File: src/rtl/id_ex_stage_reg.sv
// ID/EX pipeline register with a valid/ready handshake, a one-entry skid
// buffer, a synchronous flush, and a saturating back-pressure counter.
module id_ex_stage_reg #(
  parameter int unsigned DATA_WIDTH  = 32,
  parameter int unsigned INSTR_WIDTH = 15,
  parameter int unsigned WB_WIDTH    = 2,
  parameter int unsigned MEM_WIDTH   = 3,
  parameter int unsigned EX_WIDTH    = 4,
  parameter int unsigned CNT_WIDTH   = 16
) (
  input  logic                   clock,
  input  logic                   startin,
  input  logic                   in_valid,
  output logic                   in_ready,
  input  logic [INSTR_WIDTH-1:0] instruction_input,
  input  logic [DATA_WIDTH-1:0]  pc_plus_4_input,
  input  logic [DATA_WIDTH-1:0]  sign_extend_in,
  input  logic [DATA_WIDTH-1:0]  read_data_1_input,
  input  logic [DATA_WIDTH-1:0]  read_data_2_input,
  input  logic [WB_WIDTH-1:0]    WB_input,
  input  logic [MEM_WIDTH-1:0]   MEM_input,
  input  logic [EX_WIDTH-1:0]    EX_input,
  input  logic                   flush,
  output logic                   out_valid,
  input  logic                   out_ready,
  output logic [INSTR_WIDTH-1:0] instruction_output,
  output logic [DATA_WIDTH-1:0]  pc_plus_4_output,
  output logic [DATA_WIDTH-1:0]  sign_extend_out,
  output logic [DATA_WIDTH-1:0]  read_data_1_output,
  output logic [DATA_WIDTH-1:0]  read_data_2_output,
  output logic [WB_WIDTH-1:0]    WB_output,
  output logic [MEM_WIDTH-1:0]   MEM_output,
  output logic [EX_WIDTH-1:0]    EX_output,
  output logic [CNT_WIDTH-1:0]   stall_count
);

  typedef struct packed {
    logic [INSTR_WIDTH-1:0] instr;
    logic [DATA_WIDTH-1:0]  pc_plus_4;
    logic [DATA_WIDTH-1:0]  imm;
    logic [DATA_WIDTH-1:0]  rd1;
    logic [DATA_WIDTH-1:0]  rd2;
    logic [WB_WIDTH-1:0]    wb;
    logic [MEM_WIDTH-1:0]   mem;
    logic [EX_WIDTH-1:0]    ex;
  } bundle_t;

  localparam logic [CNT_WIDTH-1:0] CNT_MAX = '1;

  bundle_t                in_b;
  bundle_t                main_q, main_d;
  bundle_t                skid_q, skid_d;
  logic                   main_valid_q, main_valid_d;
  logic                   skid_valid_q, skid_valid_d;
  logic                   in_ready_q, in_ready_d;
  logic [CNT_WIDTH-1:0]   cnt_q, cnt_d;
  logic                   accept;

  // Pack the incoming ID fields into one bundle.
  always_comb begin
    in_b.instr     = instruction_input;
    in_b.pc_plus_4 = pc_plus_4_input;
    in_b.imm       = sign_extend_in;
    in_b.rd1       = read_data_1_input;
    in_b.rd2       = read_data_2_input;
    in_b.wb        = WB_input;
    in_b.mem       = MEM_input;
    in_b.ex        = EX_input;
  end

  // Next-state: main/skid movement, flush squash, stall counting.
  always_comb begin
    main_d       = main_q;
    skid_d       = skid_q;
    main_valid_d = main_valid_q;
    skid_valid_d = skid_valid_q;
    cnt_d        = cnt_q;
    accept       = in_valid & in_ready_q;

    if (flush) begin
      // Squash both entries; control groups forced to a bubble.
      main_valid_d = 1'b0;
      skid_valid_d = 1'b0;
      main_d.wb    = '0;
      main_d.mem   = '0;
      main_d.ex    = '0;
    end else begin
      if (!main_valid_q || out_ready) begin
        if (skid_valid_q) begin
          // Older bundle in skid goes first to keep FIFO order.
          main_d       = skid_q;
          main_valid_d = 1'b1;
          skid_valid_d = accept;
          if (accept) begin
            skid_d = in_b;
          end
        end else if (accept) begin
          main_d       = in_b;
          main_valid_d = 1'b1;
        end else begin
          // Nothing to load: emit a bubble, data fields keep their values.
          main_valid_d = 1'b0;
          main_d.wb    = '0;
          main_d.mem   = '0;
          main_d.ex    = '0;
        end
      end else if (accept) begin
        skid_d       = in_b;
        skid_valid_d = 1'b1;
      end

      if (main_valid_q && !out_ready && (cnt_q != CNT_MAX)) begin
        cnt_d = cnt_q + CNT_WIDTH'(1);
      end
    end

    in_ready_d = ~skid_valid_d;
  end

  // State registers; reset clears everything and holds in_ready low.
  always_ff @(posedge clock or negedge startin) begin
    if (!startin) begin
      main_q       <= '0;
      skid_q       <= '0;
      main_valid_q <= 1'b0;
      skid_valid_q <= 1'b0;
      in_ready_q   <= 1'b0;
      cnt_q        <= '0;
    end else begin
      main_q       <= main_d;
      skid_q       <= skid_d;
      main_valid_q <= main_valid_d;
      skid_valid_q <= skid_valid_d;
      in_ready_q   <= in_ready_d;
      cnt_q        <= cnt_d;
    end
  end

  assign in_ready           = in_ready_q;
  assign out_valid          = main_valid_q;
  assign instruction_output = main_q.instr;
  assign pc_plus_4_output   = main_q.pc_plus_4;
  assign sign_extend_out    = main_q.imm;
  assign read_data_1_output = main_q.rd1;
  assign read_data_2_output = main_q.rd2;
  assign WB_output          = main_q.wb;
  assign MEM_output         = main_q.mem;
  assign EX_output          = main_q.ex;
  assign stall_count        = cnt_q;

endmodule

File: config.mk
export PLATFORM = sky130hd
export DESIGN_NAME = id_ex_stage_reg
export DESIGN_NICKNAME = d
export VERILOG_FILES = /design/src/rtl/id_ex_stage_reg.sv
export SDC_FILE = /design/constraint.sdc
export NUM_CORES = 1
export LEC_CHECK = 0
export ABC_AREA = 1
export CORE_MARGIN = 8
export CORE_UTILIZATION = 46
export CTS_CLUSTER_SIZE = 30
export DETAILED_ROUTE_END_ITERATION = 10
export GPL_TIMING_DRIVEN = 0
export PLACE_DENSITY = 0.74
export SLEW_MARGIN = 40
export SYNTH_ARGS = -nofsm -noshare
export SYNTH_HDL_FRONTEND = slang
export SYNTH_SLANG_ARGS = --single-unit
File: constraint.sdc
create_clock -name clock -period 2.1 [get_ports clock]
set_input_delay 0.21 -clock clock [delete_from_list [all_inputs] [get_ports clock]]
set_output_delay 0.21 -clock clock [all_outputs]
set_load 0.02 [all_outputs]
==> results of run 1 <==
==> kinds of logic (layout without fill, tap and decap cells) <==
family                     count (synthesis)  after routing  share of synthesized area
and+or+nand+nor                          714            714                      0.197
adders and majority gates                  1              1                   0.000898
xor gates and xnor gates                   6              6                    0.00377
other                                      0              2                          0
buffers and inverters                    273            671                     0.0767
AOI/OAI and AO/OA                        319            319                      0.141
DFF                                      323            323                      0.580
==> where the power goes <==
group,internal (uW),switching [uW],leakage [uW]
logic,2010,2410,0.00503
registers,7700,916,0.00407
clock network,3630,2520,0.000576
total,13300,5850,0.00967
==> Yosys cell counts (all sizes together) <==
library cell	number
nand3	11
nand2	665
buf	34
inv	173
a21oi	11
xnor2	6
o211ai	143
nor3	9
dfrtp	323
nor2	19
ha	1
nand4	10
clkbuf	66
o21ai	165
==> worst max-delay path by stage <==
stage	from	to	cells after the start
3_5_place_dp	flush	pc_plus_4_output[9]	9
6_report	out_valid	sign_extend_out[31]	9
2_1_floorplan	stall_count[0]	stall_count[13]	8
3_3_place_gp	startin	skid_q[88]	1
4_1_cts	skid_valid_q	skid_q[46]	7
5_1_grt	out_valid	pc_plus_4_output[19]	9
==> what timing repair did <==
action | 4_1_cts | 5_1_grt
cloned | 0 | 0
hold buffers | 1 | 0
setup buffers | 2 | 0
endpoints found under the setup margin | 37 | 151
hold endpoints to repair | 68 | 0
resized for setup | 3 | 39
==> through the flow <==
step                 util  setup WS (ns)
floorplan               -          0.382
CTS                 0.639         0.0111
global placement    0.595         -13.22
finish              0.640         0.0856
detailed placement  0.599         -0.341
global route        0.640        -0.0199
==> final cells by class <==
cell class                 count  area share
tap                          390      0.0257
sequential                   323       0.425
multi-input combinational   1040       0.251
inverter                     173      0.0344
antenna                        2    0.000263
clock buffer                  53      0.0555
timing repair buffer         333       0.179
buffer                       100      0.0236
clock inverter                12     0.00507
==> state kept, by name (all words and copies together), names as in the netlist <==
signal and flops:
pc_plus_4_output 32, MEM_output 3, sign_extend_out 32, in_ready 1, read_data_2_output 32, skid_valid_q 1, skid_q 152, EX_output 4
instruction_output 15, read_data_1_output 32, stall_count 16, WB_output 2, out_valid 1
==> layer usage <==
metal | GRT usage | up-vias | share of wire
met5 | 0 | - | 0.0012
met4 | 0.0860 | 8 | 0.030
met3 | 0.0699 | 82 | 0.089
met2 | 0.370 | 476 | 0.46
met1 | 0.302 | 6072 | 0.41
li1 | - | 5967 | -
==> worst register-to-register path, cell delays in order (launching register included) <==
cell      delay [ns]
dfrtp_1         0.38
inv_1           0.06
nor2_1          0.05
inv_2           0.12
nand2_2         0.17
a21oi_4         0.28
buf_4           0.22
clkbuf_1        0.41
o211ai_1        0.19
nand2_1         0.10
==> impl_results.md, run 1 <==
* Core area at 0.0297 mm^2
* CP Buf/Inv Count at 4
* Die Wd at 190 um
* Pwr/cell area at 1010 mW/mm^2
* Status: finished clean
* Seq cells post-synth at 323
* Synth warnings at 0
* Register Area at 0.00808 mm^2
* MaxCap Viol Count at 0
* Net count after synthesis at 1794
* First-pass GRT wire length at 68700 um
* RSZ-0062 raised after global routing: true
* Sequence of cells on the critical path: inv_1 > nor2_1 > inv_2 > nand2_2 > a21oi_4 > buf_4 > clkbuf_1 > o211ai_1 > nand2_1
* Final HPWL DP at 31400 um
* Maximum fanout along the worst path at 10
* Syn Inst Count at 1636
* Vias in the first global route at 12.8k
* Setup TNS at 0 ns
* R2R setup slack at 0.09 ns
* Placer Congestion at 0.861
* First drt pass iteration count at 5
* Crit Reg-Reg Endpoint: sign_extend_out[31]
* Post-synthesis sequential area ratio at 0.580
* Total die area at 0.0361 mm^2
* Via count at 12.6k
* Pwr Total at 19200 uW
* Worst slew pin tran at 0.547 ns
* Clk buf depth at 3
* Die H at 190 um
* Maximum vdd drop at 0.543 mV
* Area contributors post-synth: dfrtp_1, nand2_1, o211ai_1, o21ai_0, inv_1
* Fill cells at 2495
* Final Cycle Share at 0.959
* Share of cells above drive strength 1 at 0.0595
* Number of routed nets with antenna violations at 0
* Maximum number of pins on one net before global-route repair at 76
* CTS Buf Count at 36
* Critical path's slowest cell: clkbuf_1
* Commonest non-fill, non-tap cells in the layout: nand2_1, clkdlybuf4s50_1, dfrtp_1
* # DRC at 0
* Post-layout instance area at 0.0190 mm^2
* Setup violations, final at 0
* Root buffer cell: clkbuf_16
* Slew HR at 0.635
* CP required at 2.55 ns
* Final min period at 2.01 ns
* Layout Cells excl Fill at 2426
* Placed cell area at 0.0178 mm^2
* Top cell type's share of synthesized area at 0.580
* LEAKAGE at 0.00967 uW
* Most common cell after layout, fill and taps aside: nand2_1
* Clock latency at the later pin of the worst-skew pair at 0.51 ns
* CP Launch Type: register
* Synth Cell Area at 0.0139 mm^2
* Htree depth at 2
* Vias per cell at 5.20
* Initial Utilization at 0.469
* Final Hold Viols at 0
* GRT overflow at 0
* Port Buf Inserts at 326
* Syn_area_per_cell at 8.51 um^2
* I/O pins at 327
* Synth area leader: dfrtp_1
* Post-Route WL at 43200 um
* WL per Instance at 17.8 um
* Initial antenna violation count at 6
* GRT Total Usage at 0.234
* Area delta synth->final at 36.5%
* # rows at 63
* Arrival @ worst endpoint at 2.46 ns
* Clock Skew at 0.0122 ns
* Distinct cells, synth at 22
* Final Hold Slack at 0.249 ns
* Fmax at 0.496 GHz
* Clk pin slew, worst setup/hold paths at 0.06 ns
* Hold Path Class: primary input to async pin
* Area of the multi-input gates at 0.00478 mm^2
* Critical path capture point type: register
* CTS sink count at 323
* CTS tree: done
* Delay-heaviest family, CP: buffers and inverters
* Final Max Slew Viols at 0
* Crit-path max cell delay at 0.40 ns
* Number of DRC markers in iteration 0 at 854
* Worst R2R Path Depth at 9
* Post-Place Cells at 2356
* Layout net count at 2165
* Worst flop-to-flop path startpoint: out_valid
* Crit Path Category: register to register
(Power assumes the default switching activity.)
==> inputs of run 2 (changes only) <==
Settings changed: CORE_UTILIZATION 46 to 33, PLACE_DENSITY 0.74 to 0.56.
==> run 2 against run 1 <==
Count of clock-buffer cells in the layout grew 7. Register-to-register slack improved by 0.04 ns. Utilization down 18 points. Power rose by 0.47%. Sequential power hardly changed. Cell area rose by 1.4%. Maximum frequency grew 1.8%. Flip-flop and latch count stayed put. Global-route usage fell by 4.6 points. Largest cell class unchanged.
==> impl_results.md, run 2 (same netlist as run 1, synthesis figures left out) <==
* Status: finished clean
* # DRC at 0 (unchanged)
* Pwr Total at 19300 uW (+0.47%)
* First drt pass iteration count at 5 (unchanged)
* Core area at 0.0419 mm^2 (+41%)
* Placer Congestion at 0.836 (-2.9%)
* First-pass GRT wire length at 74500 um (+8.4%)
* Crit Path Category: register to register
* Arrival @ worst endpoint at 2.39 ns (-0.07 ns)
* Pwr/cell area at 1000 mW/mm^2 (-0.89%)
* Via count at 12.4k (-1.6%)
* Post-Place Cells at 2506 (+6.4%)
* Register Area at 0.00808 mm^2 (unchanged)
* Area delta synth->final at 38.4%
* Worst Setup Slack, final at 0.121 ns (+0.0357 ns)
* CTS sink count at 323 (unchanged)
* WL per Instance at 18.0 um (+1.3%)
* Setup violations, final at 0 (unchanged)
* Hold Path Class: primary input to async pin
* Clock latency at the later pin of the worst-skew pair at 0.55 ns (+0.04 ns)
* Finished Core Util at 0.461 (-0.179)
* Area of the multi-input gates at 0.00480 mm^2 (+0.29%)
* Layout net count at 2169 (+0.18%)
* Critical path capture point type: register
* Share of cells above drive strength 1 at 0.0600 (+0.000462)
* Setup TNS at 0 ns (unchanged)
* Pre-CTS setup slack at -0.391 ns (-0.0503 ns)
* Die H at 221 um (+17%)
* CP required at 2.51 ns (-0.04 ns)
* Vias in the first global route at 12.8k (-0.43%)
* Final HPWL DP at 33800 um (+7.5%)
* CP Depth at 7 (-2)
* Most common cell after layout, fill and taps aside: nand2_1
* Slew HR at 0.588 (-0.0468)
* Root buffer cell: clkbuf_16
* Worst R2R Path Depth at 7 (-2)
* Initial Utilization at 0.333 (-0.136)
* Final Hold Viols at 0 (unchanged)
* Port Buf Inserts at 326 (unchanged)
* Sequence of cells on the critical path: buf_2 > inv_4 > buf_2 > clkbuf_1 > nand2_1 > o211ai_1 > nand2_1
* Commonest non-fill, non-tap cells in the layout: nand2_1, clkdlybuf4s50_1, dfrtp_1
* CTS tree: done
* GRT overflow at 0 (unchanged)
* Die Wd at 221 um (+17%)
* CP Buf/Inv Count at 4 (unchanged)
* Vias per cell at 4.81 (-7.4%)
* Crit-path max cell delay at 0.45 ns (+0.05 ns)
* Number of routed nets with antenna violations at 0 (unchanged)
* Delay-heaviest family, CP: buffers and inverters
* Fmax at 0.505 GHz (+1.8%)
* GRT Total Usage at 0.189 (-0.0458)
* Largest register FFs at 152 (unchanged)
* # rows at 75 (+19%)
* RSZ-0062 raised after global routing: false
* CTS Buf Count at 39 (+8.3%)
* Biggest register: skid_q
* CP Launch Type: register
* Clk buf depth at 3 (unchanged)
* Final Cycle Share at 0.942 (-0.0170)
* Number of DRC markers in iteration 0 at 790 (-7.5%)
* Fill cells at 4139 (+66%)
* I/O pins at 327 (unchanged)
* Worst slew pin tran at 0.618 ns (+0.0702 ns)
* Clock Skew at 0.0231 ns (+0.0109 ns)
* Total die area at 0.0490 mm^2 (+36%)
* Maximum number of pins on one net before global-route repair at 73 (-3.9%)
* Layout Cells excl Fill at 2578 (+6.3%)
* MaxCap Viol Count at 0 (unchanged)
* Clk pin slew, worst setup/hold paths at 0.05 ns (about the same)
* Final min period at 1.98 ns (-0.0357 ns)
* Critical path's slowest cell: clkbuf_1
* Htree depth at 2 (unchanged)
* Post-Route WL at 46500 um (+7.6%)
* LEAKAGE at 0.00969 uW (+0.13%)
* Final Max Slew Viols at 0 (unchanged)
* Maximum vdd drop at 0.492 mV (-9.3%)
* Initial antenna violation count at 9 (+3)
* Maximum fanout along the worst path at 10 (unchanged)
==> run 2: changes by cell type in the layout (fill, tap and decap cells not counted), sizes merged <==
cell and change:
buf +1, bufinv -1, clkbuf +7, clkinv -7
clkinvlp +1, diode +2
==> run 2: path summary, 6_finish.rpt <==
kind	start	endpoint	slack [ns]
worst min register to register	read_data_2_output[21]	read_data_2_output[21]	0.47
min in group clock	pc_plus_4_input[2]	skid_q[107]	0.23
worst min-delay path	startin	read_data_2_output[12]	0.13
worst max-delay path	skid_valid_q	read_data_2_output[23]	0.12
max in group asynchronous	startin	skid_q[65]	0.67
worst max register to register	skid_valid_q	read_data_2_output[23]	0.12
==> run 2: layer usage <==
metal,vias up,global-route usage,part of all wire
met5,-,0,0.0016
met4,12,0.0569,0.024
met3,76,0.0532,0.067
met2,355,0.299,0.46
met1,5993,0.249,0.45
li1,5972,-,-
==> run 2: worst register-to-register path, cell delays in order, from the launching register on <==
cell and delay [ns]:
dfrtp_1 0.35, buf_2 0.19, inv_4 0.17, buf_2 0.40
clkbuf_1 0.45, nand2_1 0.11, o211ai_1 0.13, nand2_1 0.07
==> run 2: report_power, final <==
part           internal, uW  switching [uW]  total [uW]
Sequential             7710             881        8590
Clock                  3640            2600        6240
Combinational          2030            2430        4460
==> run 2: stage by stage <==
stage | hold WS [ns] | instance area (um^2)
2_1_floorplan | -0.0856 | 13900
3_3_place_gp | 0.463 | 17900
3_5_place_dp | 0.0938 | 18000
4_1_cts | 0.107 | 19200
5_1_grt | 0.142 | 19300
6_report | 0.128 | 19300
==> run 2: cell type report <==
cell class / count / area share
Clock buffer: 60 / 0.0578
Buffer: 100 / 0.0240
Timing Repair Buffer: 334 / 0.179
Clock inverter: 5 / 0.00201
Tap cell: 539 / 0.0350
Multi-Input combinational cell: 1040 / 0.249
Inverter: 173 / 0.0339
Sequential cell: 323 / 0.419
Antenna cell: 4 / 0.000519
==> run 2: timing repair <==
item                       4_1_cts  5_1_grt
hold buffers                     1        0
gates cloned                     0        0
setup endpoints to repair      157      218
pin swaps                        0        0
buffers inserted                 1        1
hold endpoints to repair        85        0
gates resized for setup         11       40
==> inputs of run 3 (changes only) <==
Settings changed: ABC_CLOCK_PERIOD_IN_PS set to 2100.
==> results of run 3 <==
Final layout, timing and power as in run 2 (identical DEF).
